**src/rtl/branch_flag_ctrl.sv**
```systemverilog
// Branch resolution and NZCV flag ownership for the pipelined LEGv8 core.
// Optional macro FLAG_FWD_EN: resolve B.cond from the in-flight ALU flags instead of stalling.
module branch_flag_ctrl #(
    parameter int WIDTH        = 64,
    parameter int FLUSH_CYCLES = 1
) (
    input  logic             clk,
    input  logic             reset,
    input  logic [WIDTH-1:0] alu_result,
    input  logic             alu_neg,
    input  logic             alu_carry,
    input  logic             alu_ovf,
    input  logic             set_flags,
    input  logic             br_valid,
    input  logic [1:0]       br_type,
    input  logic [3:0]       cond,
    input  logic [WIDTH-1:0] cbz_val,
    output logic             take_branch,
    output logic             flush,
    output logic             stall,
    output logic [3:0]       flags
);

    // state     | meaning
    // IDLE      | waiting for a branch in ID
    // FLAG_WAIT | B.cond stalled one cycle for the flag write in EX
    // FLUSH     | taken branch, holding flush for FLUSH_CYCLES cycles
    typedef enum logic [1:0] {
        IDLE      = 2'd0,
        FLAG_WAIT = 2'd1,
        FLUSH     = 2'd2
    } state_t;

    localparam logic [1:0] FLUSH_LOAD = 2'(FLUSH_CYCLES - 1);

    state_t     state_q, state_d;
    logic [1:0] cnt_q, cnt_d;
    logic [3:0] cond_q, cond_d;
    logic       take_d, flush_d, stall_d;
    logic [3:0] alu_flags;
    logic [3:0] eval_flags;
    logic       hazard_stall;
    logic       br_taken;

    function automatic logic cond_true(input logic [3:0] c, input logic [3:0] f);
        logic n, z, cy, v;
        {n, z, cy, v} = f;
        case (c)
            4'h0:    cond_true = z;
            4'h1:    cond_true = !z;
            4'h2:    cond_true = cy;
            4'h3:    cond_true = !cy;
            4'h4:    cond_true = n;
            4'h5:    cond_true = !n;
            4'h6:    cond_true = v;
            4'h7:    cond_true = !v;
            4'h8:    cond_true = cy && !z;
            4'h9:    cond_true = !cy || z;
            4'hA:    cond_true = (n == v);
            4'hB:    cond_true = (n != v);
            4'hC:    cond_true = !z && (n == v);
            4'hD:    cond_true = z || (n != v);
            default: cond_true = 1'b1;
        endcase
    endfunction

    assign alu_flags = {alu_neg, ~|alu_result, alu_carry, alu_ovf};

`ifdef FLAG_FWD_EN
    // Flags being written this cycle are forwarded straight into the B.cond decision.
    assign eval_flags   = set_flags ? alu_flags : flags;
    assign hazard_stall = 1'b0;
    assign stall        = 1'b0;
`else
    assign eval_flags   = flags;
    assign hazard_stall = br_valid && (br_type == 2'b11) && set_flags;
    assign stall        = stall_d && !reset;
`endif

    always_comb begin
        case (br_type)
            2'b00:   br_taken = 1'b1;
            2'b01:   br_taken = (cbz_val == '0);
            2'b10:   br_taken = (cbz_val != '0);
            default: br_taken = cond_true(cond, eval_flags);
        endcase
    end

    always_comb begin
        state_d = state_q;
        cnt_d   = cnt_q;
        cond_d  = cond_q;
        take_d  = 1'b0;
        flush_d = 1'b0;
        stall_d = 1'b0;
        case (state_q)
            IDLE: begin
                if (br_valid) begin
                    if (hazard_stall) begin
                        stall_d = 1'b1;
                        cond_d  = cond;
                        state_d = FLAG_WAIT;
                    end else if (br_taken) begin
                        take_d  = 1'b1;
                        flush_d = 1'b1;
                        cnt_d   = FLUSH_LOAD;
                        state_d = FLUSH;
                    end
                end
            end
            FLAG_WAIT: begin
                if (cond_true(cond_q, flags)) begin
                    take_d  = 1'b1;
                    flush_d = 1'b1;
                    cnt_d   = FLUSH_LOAD;
                    state_d = FLUSH;
                end else begin
                    state_d = IDLE;
                end
            end
            FLUSH: begin
                if (cnt_q == 2'd0) begin
                    state_d = IDLE;
                end else begin
                    cnt_d   = cnt_q - 2'd1;
                    flush_d = 1'b1;
                end
            end
            default: state_d = IDLE;
        endcase
    end

    always_ff @(posedge clk) begin
        if (reset) begin
            state_q     <= IDLE;
            cnt_q       <= 2'd0;
            cond_q      <= 4'h0;
            take_branch <= 1'b0;
            flush       <= 1'b0;
            flags       <= 4'b0000;
        end else begin
            state_q     <= state_d;
            cnt_q       <= cnt_d;
            cond_q      <= cond_d;
            take_branch <= take_d;
            flush       <= flush_d;
            if (set_flags) begin
                flags <= alu_flags;
            end
        end
    end

endmodule

```
**config.mk**
```make
export PLATFORM = sky130hd
export DESIGN_NAME = branch_flag_ctrl
export DESIGN_NICKNAME = d
export VERILOG_FILES = /design/src/rtl/branch_flag_ctrl.sv
export SDC_FILE = /design/constraint.sdc
export NUM_CORES = 1
export LEC_CHECK = 0
export ABC_AREA = 1
export CORE_AREA = 2 2 58 60
export DETAILED_ROUTE_END_ITERATION = 7
export DIE_AREA = 0 0 60 62
export DONT_BUFFER_PORTS = 1
export PLACE_DENSITY = 0.6
export SYNTH_ARGS = -nofsm -noshare
export SYNTH_HDL_FRONTEND = slang
export SYNTH_SLANG_ARGS = --single-unit
export TNS_END_PERCENT = 5
```
**constraint.sdc**
```tcl
create_clock -name clk -period 1.6 [get_ports clk]
set_clock_uncertainty 0.1 [all_clocks]
set_input_delay 0.16 -clock clk [delete_from_list [all_inputs] [get_ports clk]]
set_output_delay 0.16 -clock clk [all_outputs]
set_load 0.005 [all_outputs]
```
# == Word level (Yosys, flattened, before mapping) ==
# Cells that the tools add are included.
# totals
inputBits,141
regBits,14
out_inout_bits,7
wordCells,98
# op_classes
n_eq_ne,40
addsub,1
muxes,26
reduce_logical,25
# op_table
cell,count
zero test 64 bit,1
nonzero test 64 bit,1
OR reduction 64 bit,1
"equality test 4 bit, second input constant",12
"equality test 4 x 3 -> 1 bit, second input constant",8
case mux 1 bit (14 select lines),2
2-to-1 mux 2 bit,10
"equality test 4 x 2 -> 1 bit, second input constant",4
"inequality test 2 bit, second input constant",6
case mux 2 bit (3 select lines),2
2-to-1 mux 1 bit,9
"equality test 4 x 1 -> 1 bit, second input constant",2
zero test 4 bit,2
"equality test 2 bit, second input constant",3
zero test 1 bit,6
zero test 2 bit,3
case mux 1 bit (3 select lines),2
AND reduction 3 bit,2
AND reduction 6 bit,1
logical AND 1 bit,5
"equality test 2 x 1 -> 1 bit, second input constant",2
"inequality test 3 bit, second input constant",1
nonzero test 3 bit,1
logical OR 1 bit,2
other kinds (4),4

# == Longest topological paths before layout ==
# logic_depth
word_depth,8
ltp_mapped,14

# == Worst setup path after synthesis ==
# No wires, ideal clock.
# synth_timing
kind,register to register
from,register flags[3]
to,register cnt_q[0]
required_ns,1.387
arrival_ns,1.233
stages_incl_launch_ff,12
n_path_buf,0
slack_ns,0.154
path_cell_list,dfxtp_1 inv_2 nand2_1 nand3_1 nand2_1 nand3_1 nand3_2 nand2_2 a21oi_4 nand2_2 nor2_1 nor2_1
# synth_via
elab_chain_len,6
# synth_lines
element,line_no,rtl
"start, declared",21,output logic [3:0] flags
"start signal, assigned",148,flags <= alu_flags;
inequality test 1 bit / equality test 1 bit (equally long branches),--,
logical OR 1 bit / logical AND 1 bit (equally long branches),"62, 61",
case mux 1 bit (14 select lines),48,case (c)
case mux 1 bit (3 select lines) / 2-to-1 mux 1 bit (equally long branches),"81, 96",
inequality test 2 bit (no source line),--,
AND reduction 6 bit (no source line) *,--,
"end signal, assigned",143,cnt_q <= cnt_d;
"end, declared",37,"logic [1:0] cnt_q, cnt_d;"
# Mark *: on every way between the ends. The rest lies on a longest branch, timed or not. The select of a mux whose other input is x is not followed.
# A chain may end at the register's enable or synchronous reset.

# == Final worst setup path ==
# layout_timing
from,register cond_q[3]
to,register cnt_q[0]
# layout_via
elab_chain_len,5
# layout_lines
element,line_no,rtl
"start, declared",38,"logic [3:0] cond_q, cond_d;"
"start signal, assigned",144,cond_q <= cond_d;
equality test 4 bit (tied with other cells),48,
case mux 1 bit (14 select lines) *,48,
2-to-1 mux 1 bit *,96,case (state_q)
inequality test 2 bit (no source line) *,--,
AND reduction 6 bit (no source line) *,--,
# Marked as above.

==> flow_summary_export.csv <==
group,metric,value,unit
grt,grt_max_degree,10,
synth,synth_top_cell_area_share,21.1,%
grt,grt.overflow.total,0,
finish,area_growth,18.5,%
sta,drv_slew,0,
finish,drive_above_1_share,13.1,%
worst_setup_path,cpMaxStageDelayCell,"dfxtp_1",
cts,clock_sinks,14,
worst_setup_path,path_class,"reg2reg",
grt,grt_pass1_vias,1514,
worst_setup_path,crit_top_cell,"nand2_1",
sta,rsz0062_at_grt,"yes",
routing,num_vias,1687,
cts,numCtsBuffers,3,
finish,mostFrequentLayoutCells,"67 x nand2_1, 62 x nor2_1, 26 x nand3_1",
finish,fin_util,49.5,%
routing,postRouteAntennaNets,0,
worst_setup_path,crit_family,"simple AND/OR/NAND/NOR gates",
synth,ys_seq_elements,14,
synth,synth.largest_area_cell,"dfxtp_1",
finish,n_antenna_cell,0,
finish,final_common_cell,"nand2_1",
die,die_y,62,um
power,p_leak,0.659,nW
die,fp-row-count,21,
cts,cts_tree,"built",
sta,tightest_slew,0.247,ns
grt,antenna_found_initial,0,
worst_setup_path,required,1.69,ns
synth,synth_area_leaders,"dfxtp_1 21%, nand2_1 20%, nor2_1 18%",
cts,cts_buffer_depth,2,
run_status,status,"finished, final reports clean",
grt,grt_use_total,20.6,%
cts,cts-root-buf,"clkbuf_4",
sta,final.setup.tns,0,ns
sta,relSlewSlack,83.4,%
routing,wl,4030,um
die,fp.dieW,60,um
cts,cts_htree_levels,1,
routing,dr.pass1.iters,4,
finish,fin_cells,314,
sta,hold_violations,0,
cts,insertion_delay,0.28,ns
sta,period_share,98.0,%
worst_setup_path,cpPeakStageDelay,0.42,ns
finish,finalNetCount,411,
placement,gp_congestion,0.907,
synth,syn_avg_cell_area,5.29,um2
cts,clk_transition_reported_paths,0.09,ns
power,powerDensity,555,nW/um2
run,maxCapViolCount,0,
synth,seq_area_frac_synth,21.1,%
routing,drt_iter0_drc,95,
die,dieArea,3720,um2
sta,fmax,638,MHz
worst_setup_path,start_kind,"flip-flop",
die,core,3180,um2
placement,portBuffers,0,
worst_setup_path,endpoint_kind,"flip-flop",
worst_hold_path,hold_class,"in2reg",
synth,synthCells,251,
routing,avgRoutedWirePerCell,12.8,um
worst_setup_path,arrival,1.65,ns
die,ios,148,
routing,drcViolationCount,0,
finish,final_area,1580,um2
worst_setup_path,worst-path-buf-inv,1,
worst_setup_path,crit_path_max_fanout,4,
synth,yosysWarnings,0,
sta,finalSetupViolations,0,
placement,placed_cell_area,1430,um2
placement,dp.cells,303,
synth,yosysUniqueCellTypes,19,
synth,synth_nets,393,
grt,grt_pass1_wl,5850,um
power,ir_drop,311,uV
routing,vias_per_cell,5.37,
die,start_util,41.8,%
worst_setup_path,crit_chain,"inv_1 > a21oi_1 > nand2_1 > nand2_1 > nand2_1 > nand3_2 > nand2_2 > a21oi_4 > nand2_2 > nor2_1 > nor2_1",
synth,syn_area,1330,um2
placement,dp_hpwl,3320,um
sta,period_minus_slack,1.57,ns
-- through the flow --
stage / power (W) / hold slack, ns / setup slack (ns)
6_report: 0.000875 / 0.0113 / 0.0327
5_1_grt: 0.000943 / 0.0219 / -0.0816
4_1_cts: 0.000864 / 0.00159 / 0.0338
3_5_place_dp: 0.000593 / 0.133 / -0.00233
3_3_place_gp: 0.000594 / 0.136 / 0.0127
2_1_floorplan: 0.000550 / 0.129 / 0.154
-- worst register-to-register path, delay by kind of cell (launching register included) --
family / cells / cell delay (ns)
simple gates: 8 / 0.55
flops: 1 / 0.42
compound gates: 2 / 0.29
buf+inv: 1 / 0.12
-- cell type report --
type                       instances  area (um2)
fill                             333        1600
multi-input combinational        214         987
clock buffer                       4        36.3
inverter                          23        91.3
tap                               46        57.6
sequential                        14         293
timing repair buffer              13         110
-- metal layers --
| layer | GRT usage [%] | share of wire, % | wire [um] | up-vias |
|---|---|---|---|---|
| li1 | - | - | - | 861 |
| met2 | 40.5 | 52 | 2080 | 120 |
| met3 | 2.48 | 8.1 | 326 | 6 |
| met5 | 0 | 0 | 0 | - |
| met1 | 22.3 | 39 | 1570 | 700 |
| met4 | 7.94 | 1.3 | 52 | 0 |
-- where the power goes --
part,switching (W),internal (W)
registers,0.0000211,0.000367
clock network,0.000119,0.000138
logic,0.000130,0.0000991
-- worst paths after layout --
check	depth (start not counted)	slack, ns	start	to
worst min register to register	2	0.40	cnt_q[1]	cnt_q[1]
worst min-delay path	2	0.01	alu_neg	flags[3]
worst max-delay path	11	0.03	cond_q[3]	cnt_q[0]
worst max register to register	11	0.03	cond_q[3]	cnt_q[0]
-- sequential cells by signal, indices dropped and copies added (netlist names) --
signal and cells:
flush 1, state_q 2, cond_q 4, flags 4, take_branch 1, cnt_q 2
-- Yosys cell counts --
cell     number
nand2_1      70
nor2_1       63
nand3_1      26
inv_1        18
nor4_1       15
dfxtp_1      14
a21oi_1      12
o21ai_0       7
nor3_1        6
inv_2         5
nand2_2       5
nand4_1       3
a21oi_4       1
ha_1          1
nand3_2       1
nor2_2        1
o21a_1        1
o21ai_1       1
or2_2         1
-- logic make-up (layout without fill, tap and decap cells) --
family          count (synthesis)  count (layout)  share of synthesized area, %
flops                          14              14                          21.1
compound gates                 22              22                          9.32
buf+inv                        23              40                          6.50
fa+ha+maj                       1               1                         0.941
simple gates                  191             191                          62.1
-- repair_timing --
| action | in CTS | in global routing |
|---|---|---|
| pin swaps | 0 | 1 |
| buffers inserted | 0 | 2 |
| endpoints found under the setup margin | 2 | 6 |
| hold buffers | 4 | 1 |
| endpoints found under the hold margin | 8 | 1 |
| gates resized for setup | 2 | 14 |
Power figures use the tool's default switching activity.
